## config.mk

```make
export PLATFORM = sky130hd
export DESIGN_NAME = ascon_finalization
export DESIGN_NICKNAME = d
export VERILOG_FILES = /design/src/rtl/ascon_pkg.sv /design/src/rtl/ascon_round.sv /design/src/rtl/ascon_finalization.sv
export SDC_FILE = /design/constraint.sdc
export NUM_CORES = 2
export LEC_CHECK = 0
export CORE_ASPECT_RATIO = 0.6
export CORE_MARGIN = 2
export CORE_UTILIZATION = 51
export DETAILED_ROUTE_END_ITERATION = 7
export HOLD_SLACK_MARGIN = 0.15
export PLACE_DENSITY = 0.8
export SLEW_MARGIN = 20
export SYNTH_ARGS = -nofsm -noshare
export SYNTH_HDL_FRONTEND = slang
export SYNTH_HIERARCHICAL = 1
export SYNTH_SLANG_ARGS = --single-unit
```

## constraint.sdc

```tcl
create_clock -name clk -period 2.8 [get_ports clk]
set_clock_uncertainty 0.2 [all_clocks]
set_input_delay 0.42 -clock clk [delete_from_list [all_inputs] [get_ports clk]]
set_output_delay 0.42 -clock clk [all_outputs]
set_load 0.01 [all_outputs]
```

## src/rtl/ascon_pkg.sv

```systemverilog
// Shared Ascon types, FSM encoding and round-constant helpers.
// Used by ascon_round, ascon_finalization and ascon_initialization.
package ascon_pkg;

   localparam int unsigned LANE_W     = 64;
   localparam int unsigned NLANES     = 5;
   localparam int unsigned STATE_W    = LANE_W * NLANES;
   localparam int unsigned KEY_W      = 128;
   localparam int unsigned P12_ROUNDS = 12;

   // Five 64-bit lanes; x0 occupies the most significant bits.
   typedef struct packed {
      logic [LANE_W-1:0] x0;
      logic [LANE_W-1:0] x1;
      logic [LANE_W-1:0] x2;
      logic [LANE_W-1:0] x3;
      logic [LANE_W-1:0] x4;
   } ascon_state_t;

   typedef enum logic [1:0] {
      ASCON_128  = 2'd0,
      ASCON_128A = 2'd1
   } sel_type_e;

   // LOAD is the settle cycle between key injection and the first round.
   typedef enum logic [1:0] {
      IDLE = 2'd0,
      LOAD = 2'd1,
      PERM = 2'd2,
      FIN  = 2'd3
   } fin_state_e;

   // Constant of p12 round i: high nibble 15-i, low nibble i.
   function automatic logic [7:0] round_const(input logic [3:0] i);
      return {4'(4'hF - i), i};
   endfunction

   function automatic logic [LANE_W-1:0] ror64(input logic [LANE_W-1:0] v,
                                               input int unsigned n);
      return (v >> n) | (v << (LANE_W - n));
   endfunction

endpackage

```

## src/rtl/ascon_round.sv

```systemverilog
// One combinational Ascon round: constant add, 5-bit S-box layer, linear layer.
module ascon_round
   import ascon_pkg::*;
(
   input  logic [STATE_W-1:0] state_i,
   input  logic [7:0]         rc_i,
   output logic [STATE_W-1:0] state_o
);

   ascon_state_t s_in, s_out;
   logic [LANE_W-1:0] a0, a1, a2, a3, a4;
   logic [LANE_W-1:0] v0, v1, v2, v3, v4;
   logic [LANE_W-1:0] w0, w1, w2, w3, w4;

   assign s_in    = ascon_state_t'(state_i);
   assign state_o = STATE_W'(s_out);

   // Constant addition, bitsliced S-box, then per-lane rotation diffusion.
   always_comb begin
      a0 = s_in.x0 ^ s_in.x4;
      a1 = s_in.x1;
      a2 = s_in.x2 ^ {56'd0, rc_i} ^ s_in.x1;
      a3 = s_in.x3;
      a4 = s_in.x4 ^ s_in.x3;

      v0 = a0 ^ (~a1 & a2);
      v1 = a1 ^ (~a2 & a3);
      v2 = a2 ^ (~a3 & a4);
      v3 = a3 ^ (~a4 & a0);
      v4 = a4 ^ (~a0 & a1);

      w0 = v0 ^ v4;
      w1 = v1 ^ v0;
      w2 = ~v2;
      w3 = v3 ^ v2;
      w4 = v4;

      s_out.x0 = w0 ^ ror64(w0, 19) ^ ror64(w0, 28);
      s_out.x1 = w1 ^ ror64(w1, 61) ^ ror64(w1, 39);
      s_out.x2 = w2 ^ ror64(w2, 1)  ^ ror64(w2, 6);
      s_out.x3 = w3 ^ ror64(w3, 10) ^ ror64(w3, 17);
      s_out.x4 = w4 ^ ror64(w4, 7)  ^ ror64(w4, 41);
   end

endmodule

```

## src/rtl/ascon_finalization.sv

```systemverilog
// Ascon finalization: key injection, NROUNDS-round permutation, tag extraction.
// Optional feature macro ASCON_TAG_VERIFY_EN adds exp_tag / tag_ok comparison.
module ascon_finalization
   import ascon_pkg::*;
#(
   parameter int unsigned NROUNDS = 12
)(
   input  logic         clk,
   input  logic         rst_n,
   input  logic         start,
   input  logic [1:0]   sel_type,
   input  logic [127:0] key,
   input  logic [63:0]  x0_in,
   input  logic [63:0]  x1_in,
   input  logic [63:0]  x2_in,
   input  logic [63:0]  x3_in,
   input  logic [63:0]  x4_in,
`ifdef ASCON_TAG_VERIFY_EN
   input  logic [127:0] exp_tag,
   output logic [0:0]   tag_ok,
`endif
   output logic [127:0] tag,
   output logic         busy,
   output logic         done,
   output logic         err
);

   localparam int unsigned RC_BASE  = P12_ROUNDS - NROUNDS;
   localparam logic [3:0]  LAST_RND = 4'(NROUNDS - 1);

   fin_state_e          fsm_q, fsm_d;
   ascon_state_t        state_q, state_d, round_out;
   logic [STATE_W-1:0]  round_out_w;
   logic [KEY_W-1:0]    key_q, key_d;
   logic [KEY_W-1:0]    tag_q, tag_d;
   logic [3:0]          cnt_q, cnt_d;
   logic [3:0]          rc_idx_c;
   logic                busy_q, busy_d;
   logic                done_q, done_d;
   logic                err_q, err_d;
   logic                req_c, sel_legal_c, accept_c, reject_c;
`ifdef ASCON_TAG_VERIFY_EN
   logic [KEY_W-1:0]    exp_q, exp_d;
   logic                tag_ok_q, tag_ok_d;
`endif

   // Start qualification: IDLE only, never in the done cycle.
   assign req_c       = (fsm_q == IDLE) && start && !done_q;
   assign sel_legal_c = (sel_type == ASCON_128) || (sel_type == ASCON_128A);
   assign accept_c    = req_c && sel_legal_c;
   assign reject_c    = req_c && !sel_legal_c;
   assign rc_idx_c    = 4'(RC_BASE) + cnt_q;

   ascon_round u_round (
      .state_i (STATE_W'(state_q)),
      .rc_i    (round_const(rc_idx_c)),
      .state_o (round_out_w)
   );
   assign round_out = ascon_state_t'(round_out_w);

   // State register and datapath flops.
   always_ff @(posedge clk or negedge rst_n) begin
      if (!rst_n) begin
         fsm_q    <= IDLE;
         state_q  <= '0;
         key_q    <= '0;
         tag_q    <= '0;
         cnt_q    <= '0;
         busy_q   <= 1'b0;
         done_q   <= 1'b0;
         err_q    <= 1'b0;
`ifdef ASCON_TAG_VERIFY_EN
         exp_q    <= '0;
         tag_ok_q <= 1'b0;
`endif
      end else begin
         fsm_q    <= fsm_d;
         state_q  <= state_d;
         key_q    <= key_d;
         tag_q    <= tag_d;
         cnt_q    <= cnt_d;
         busy_q   <= busy_d;
         done_q   <= done_d;
         err_q    <= err_d;
`ifdef ASCON_TAG_VERIFY_EN
         exp_q    <= exp_d;
         tag_ok_q <= tag_ok_d;
`endif
      end
   end

   // Next-state logic.
   always_comb begin
      fsm_d = fsm_q;
      case (fsm_q)
         IDLE:    if (accept_c) fsm_d = LOAD;
         LOAD:    fsm_d = PERM;
         PERM:    if (cnt_q == LAST_RND) fsm_d = FIN;
         FIN:     fsm_d = IDLE;
         default: fsm_d = IDLE;
      endcase
   end

   // Output and datapath next values.
   always_comb begin
      state_d  = state_q;
      key_d    = key_q;
      tag_d    = tag_q;
      cnt_d    = cnt_q;
      done_d   = 1'b0;
      err_d    = reject_c;
      busy_d   = (fsm_d != IDLE);
`ifdef ASCON_TAG_VERIFY_EN
      exp_d    = exp_q;
      tag_ok_d = tag_ok_q;
`endif
      case (fsm_q)
         IDLE: begin
            if (accept_c) begin
               key_d   = key;
               cnt_d   = '0;
               state_d = '{x0: x0_in, x1: x1_in, x2: x2_in, x3: x3_in, x4: x4_in};
               if (sel_type == ASCON_128) begin
                  state_d.x1 = x1_in ^ key[127:64];
                  state_d.x2 = x2_in ^ key[63:0];
               end else begin
                  state_d.x2 = x2_in ^ key[127:64];
                  state_d.x3 = x3_in ^ key[63:0];
               end
`ifdef ASCON_TAG_VERIFY_EN
               exp_d    = exp_tag;
               tag_ok_d = 1'b0;
`endif
            end
         end
         LOAD: cnt_d = '0;
         PERM: begin
            state_d = round_out;
            if (cnt_q != LAST_RND) cnt_d = cnt_q + 4'd1;
         end
         FIN: begin
            tag_d  = {state_q.x3 ^ key_q[127:64], state_q.x4 ^ key_q[63:0]};
            done_d = 1'b1;
`ifdef ASCON_TAG_VERIFY_EN
            tag_ok_d = (tag_d == exp_q);
`endif
         end
         default: ;
      endcase
   end

   assign tag  = tag_q;
   assign busy = busy_q;
   assign done = done_q;
   assign err  = err_q;
`ifdef ASCON_TAG_VERIFY_EN
   assign tag_ok = tag_ok_q;
`endif

endmodule

```

### Word level (Yosys, flattened, before mapping)

Cells that the tools add are included.

* word-level logic and storage cells: 98
* memory bits (writable): 0
* register bits after elaboration: 585
* latch bits: 0
* memories kept: 0
* memory bits (read-only): 0
* output and inout bits: 131

* eq/ne operators: 8
* $add $sub $neg: 2
* shift operators: 0
* multipliers: 0
* order comparisons: 0
* reductions and logical operators: 15
* divide/modulo/power cells: 0
* mux-type cells: 12
* bitwise operators: 49

Operator list (number)
* $xor 64x64->64: 27
* $pmux 320 s2: 1
* $not 64->64: 6
* $and 64x64->64: 5
* $mux 320: 1
* $mux 64: 3
* $or 23x64->64: 1
* $or 25x64->64: 1
* $or 3x64->64: 1
* $or 36x64->64: 1
* $or 45x64->64: 1
* $or 47x64->64: 1
* $or 54x64->64: 1
* $or 57x64->64: 1
* $or 58x64->64: 1
* $or 63x64->64: 1
* $xor 64x8->64: 1
* $pmux 4 s3: 1
* $mux 4: 2
* $pmux 2 s4: 1
* $add 4x1->4 const B: 1
* $eq 2x1->1 const B: 2
* $eq 2x2->1 const B: 2
* $eq 4x4->1 const B: 1
* 13 further kinds: 22

### Depth between registers and ports, before layout

* depth after elaboration: 11
* depth in mapped cells: 11
* depth with buffers taken out: 9

### By module

Netlist, hierarchy kept.

By module, submodules not included
* ascon_finalization: seq. area each 14639.0 um^2, area an instance 28842.7 um^2, instances 1, cells each 2939
* ascon_round: seq. area each 0.0 um^2, area an instance 16330.7 um^2, instances 1, cells each 1534

### Worst setup path after synthesis

OpenSTA, ideal clock, no wires.

* path type: reg-to-reg
* start point: register cnt_q[1]
* end point: register state_q[69] in the netlist's numbering
* cell stages (with the launch flop): 10
* slack: 0.235 ns
* library setup time: 0.137 ns
* required time: 2.463 ns
* arrival time: 2.228 ns
* cell sequence: dfrtp_1 inv_1 xor2_1 ha_1 xor2_1 xnor2_1 xnor3_1 nand2b_1 mux2i_1 a21oi_1

RTL lines
* start: declaration: line ascon_finalization.sv:36 `logic [3:0] cnt_q, cnt_d;`
* start signal: assignment: line ascon_finalization.sv:81 `cnt_q <= cnt_d;`
* end signal: assignment: line ascon_finalization.sv:78 `state_q <= state_d;`
* end: declaration: line ascon_finalization.sv:32 `ascon_state_t state_q, state_d, round_out;`

==> impl_summary.log <==
INFO  metric global_route_wire_length_before_repair = ~260 mm
INFO  metric mappedNetlistArea = around 45000 µm²
INFO  metric max-clock-path-buffers = 3
INFO  metric worstRegToRegCells = 10
INFO  metric fin_ws = 0.0251 ns
INFO  metric timing.reg2reg.setup_slack = approximately 0.025 ns
INFO  metric worst-path-buf-inv = 3
INFO  metric drt_iter0_markers = 4299
INFO  metric tritoncts = done
INFO  metric critPathLaunchType = flop
INFO  metric worst_hold_path_type = input pin to flop
INFO  metric drive_above_1_share = ~14%
INFO  metric port-buffer-count = around 600
INFO  metric grt_overflow_total = 0
INFO  metric status = finished, final reports clean
INFO  metric grt_max_degree = just under 90
INFO  metric via_count = 38226
INFO  metric sinks_on_clock_net = between 500 and 600
INFO  metric layout_commonest_cell = sky130_fd_sc_hd__nand2_1
INFO  metric routed_wire_length_per_instance = 27.9 µm
INFO  metric sequential_cell_area = 14600 µm²
INFO  metric fp-row-count = 84
INFO  metric post_route_utilization = about two thirds
INFO  metric number_of_clock_buffers_inserted_by_tritoncts = just under 60
INFO  metric mostFrequentLayoutCells = 766 x sky130_fd_sc_hd__nand2_1, 585 x sky130_fd_sc_hd__dfrtp_1, 582 x sky130_fd_sc_hd__clkdlybuf4s50_1
INFO  metric synth.yosys.warnings = 6
INFO  metric io_pins = ~580
INFO  metric yosysSeqAreaShare = between 30 and 40%
INFO  metric final_hold_viol_count = 0
INFO  metric antenna_found_initial = 7
INFO  metric drt-pass1-iter-count = 5
INFO  metric cp_data_arrival_time = about 3.1 ns
INFO  metric timing_worst_slew_pin_value = roughly 0.65 ns
INFO  metric synthDominantCellAreaShare = roughly a third
INFO  metric final.min_clock_period = between 2 and 3 ns
INFO  metric routabilityCongestion = 1.09
INFO  metric insertion_delay = around 0.67 ns
INFO  metric total_wirelength_of_the_detailed_routed_design = 186 mm
INFO  metric synth.area.top_cells = sky130_fd_sc_hd__dfrtp_1 32%, sky130_fd_sc_hd__xnor3_1 11%, sky130_fd_sc_hd__xnor2_1 11%
INFO  metric maxSlewViolCount = 0
INFO  metric worstReg2RegStart = cnt_q[1]
INFO  metric post_synth_inst_count = between 4000 and 5000
INFO  metric whs_path_depth = 3
INFO  metric hpwlAfterDp = about 150 mm
INFO  metric detail-route-antenna-nets = 0
INFO  metric crit_required = between 3 and 4 ns
INFO  metric r2r_end = state_q[297]
INFO  metric avgViaCountPerCell = 5.73
INFO  metric numnets_final = roughly 6000
INFO  metric post-place-ws = -0.0874 ns
INFO  metric max_cap_violations = 0
INFO  metric worstSetupPathDepth = 10
INFO  metric hold_end = key_q[124]
INFO  metric register_clock_pin_slew_on_the_reported_worst_setup_and_hold_paths = about 0.07 ns
INFO  metric grt_pass1_vias = around 37000
INFO  metric grt_use_total = about two fifths
INFO  metric die-area = 91000 µm²
INFO  metric synth_largest_area_cell = sky130_fd_sc_hd__dfrtp_1
INFO  metric timing.critical_path.fanout_max = 3
INFO  metric clockRootBuffer = sky130_fd_sc_hd__clkbuf_16
INFO  metric starting_density_of_the_core = a little over 50%
INFO  metric min_period_over_period = between 90 and 100%
INFO  metric fin_hold_ws = ~0.16 ns
INFO  metric critical_path_class = flop to flop
INFO  metric hold_start = key[124]
INFO  metric n_fill_cell = between 6000 and 7000
INFO  metric setup_total_negative_slack = 0 ns
INFO  metric top_achievable_clock_speed = 360 MHz
INFO  metric timing.critical_path.slowest_cell_delay = between 0.4 and 0.5 ns
INFO  metric multiInputGateArea = just under 30000 µm²
INFO  metric crit_chain = inv_1 > xor2_1 > ha_1 > xor2_2 > xnor2_2 > buf_4 > buf_12 > xnor3_1 > mux2i_1 > o21ai_1
INFO  metric crit_path_top_delay_cell = sky130_fd_sc_hd__dfrtp_1
INFO  metric die_x = around 390 µm
INFO  metric core = between 80000 and 90000 µm²
INFO  metric h-tree-depth = 2
INFO  metric synth.net_count = 5060
INFO  metric area.growth.synth_to_final = 30.0%
INFO  metric setup-violations-final = 0
INFO  metric timing.critical_path.to_type = flop
INFO  metric dieHeight = roughly 230 µm
INFO  metric critPathTopFamily = XOR/XNOR gates
INFO  metric postSynthRegisterBits = just under 600
INFO  metric synth_cell_types = 40
INFO  metric synth_area_per_cell = 10.1 µm²
INFO  metric post-route-drc-count = 0
INFO  metric max-slew-margin-rel = between 50 and 60%
## logic make-up (layout without fill, tap and decap cells)
group	Yosys count	after routing	share of synthesized area [%]
buf+inv	397	1430	3.85
mux	337	337	7.47
xor+xnor	1228	1228	33.4
simple gates	1094	1094	9.91
fa+ha+maj	197	197	5.16
other cells	0	3	0
compound gates	635	635	7.80
flops	585	585	32.4
## worst max path at each step
| stage | from | endpoint | slack, ns |
|---|---|---|---|
| finish | cnt_q[1] | state_q[297] | 0.03 |
| global route | cnt_q[1] | state_q[297] | -0.02 |
| CTS | cnt_q[0] | state_q[68] | 0.02 |
| detailed placement | cnt_q[0] | state_q[68] | -0.09 |
| global placement | cnt_q[0] | state_q[68] | -0.02 |
| floorplan | cnt_q[1] | state_q[69] | 0.23 |
## per-stage QoR
step	std cells	instance area [µm²]
global route	6667	58700
global placement	6530	56200
floorplan	4473	45200
detailed placement	6530	56200
finish	6670	58700
CTS	6665	58600
## registers in the layout, summed over array words and instances (netlist names)
name and cells:
state_q 320, key_q 128, tag 128, cnt_q 4
fsm_q 2, busy 1, done 1, err 1
## area by class of cell
type / instances / share of cell area, %
Antenna cell: 3 / 0.0128
Clock buffer: 77 / 2.86
Clock inverter: 32 / 0.859
Inverter: 198 / 1.27
Multi-Input combinational cell: 3491 / 49.3
Sequential cell: 585 / 24.9
Tap cell: 1161 / 2.47
Timing Repair Buffer: 1123 / 18.3
## tightest hold or removal path: cells and delay by family
family	cells	cell delay, ns
and+or+nand+nor	2	0.12
buffers and inverters	1	0.45
## metal layers
| metal | vias up | global-route usage, % | share of wire, % |
|---|---|---|---|
| met5 | - | 0 | 0.013 |
| met4 | 4 | 8.78 | 2.3 |
| met3 | 252 | 12.3 | 12 |
| met2 | 2004 | 59.6 | 42 |
| met1 | 19244 | 58.3 | 43 |
| li1 | 16722 | - | - |
## Yosys cell counts
master                        n
sky130_fd_sc_hd__buf_6        7
sky130_fd_sc_hd__or2_1        2
sky130_fd_sc_hd__buf_4        2
sky130_fd_sc_hd__xnor3_1    226
sky130_fd_sc_hd__nor3_1       1
sky130_fd_sc_hd__nor2_1     186
sky130_fd_sc_hd__a21oi_1    279
sky130_fd_sc_hd__nand4_1      3
sky130_fd_sc_hd__maj3_1      45
sky130_fd_sc_hd__a311oi_1     1
sky130_fd_sc_hd__inv_1      197
sky130_fd_sc_hd__clkbuf_1   116
sky130_fd_sc_hd__nand2_1    766
sky130_fd_sc_hd__o21ai_0     28
sky130_fd_sc_hd__buf_8       10
sky130_fd_sc_hd__and4b_1      1
sky130_fd_sc_hd__nand4bb_1    1
sky130_fd_sc_hd__nand3_1      2
sky130_fd_sc_hd__o22a_1       1
sky130_fd_sc_hd__ha_1       134
sky130_fd_sc_hd__dfrtp_1    585
sky130_fd_sc_hd__a31oi_1      2
sky130_fd_sc_hd__xor3_1      30
sky130_fd_sc_hd__a21oi_4      1
sky130_fd_sc_hd__mux2i_1    337
sky130_fd_sc_hd__buf_2       61
sky130_fd_sc_hd__and3_1       1
sky130_fd_sc_hd__nand2b_1   129
sky130_fd_sc_hd__buf_1        3
sky130_fd_sc_hd__a21boi_1    64
sky130_fd_sc_hd__xnor2_1    564
sky130_fd_sc_hd__o211ai_1    66
sky130_fd_sc_hd__o21ai_1    193
sky130_fd_sc_hd__nor4bb_2     1
sky130_fd_sc_hd__nand3b_1     1
sky130_fd_sc_hd__inv_2        1
sky130_fd_sc_hd__xor2_2       7
sky130_fd_sc_hd__xnor2_2     96
sky130_fd_sc_hd__maj3_2      18
sky130_fd_sc_hd__xor2_1     305
## repair_timing
item                       4_1_cts  5_1_grt
resized for setup                2        6
hold endpoints to repair       608        0
setup buffers                    0        2
hold buffers                    26        0
pin swaps                        0        2
setup endpoints to repair        2        7
Power is left out: the tool's default activity adds up to more than one toggle a clock period on the data nets, which glitch-free logic cannot reach.
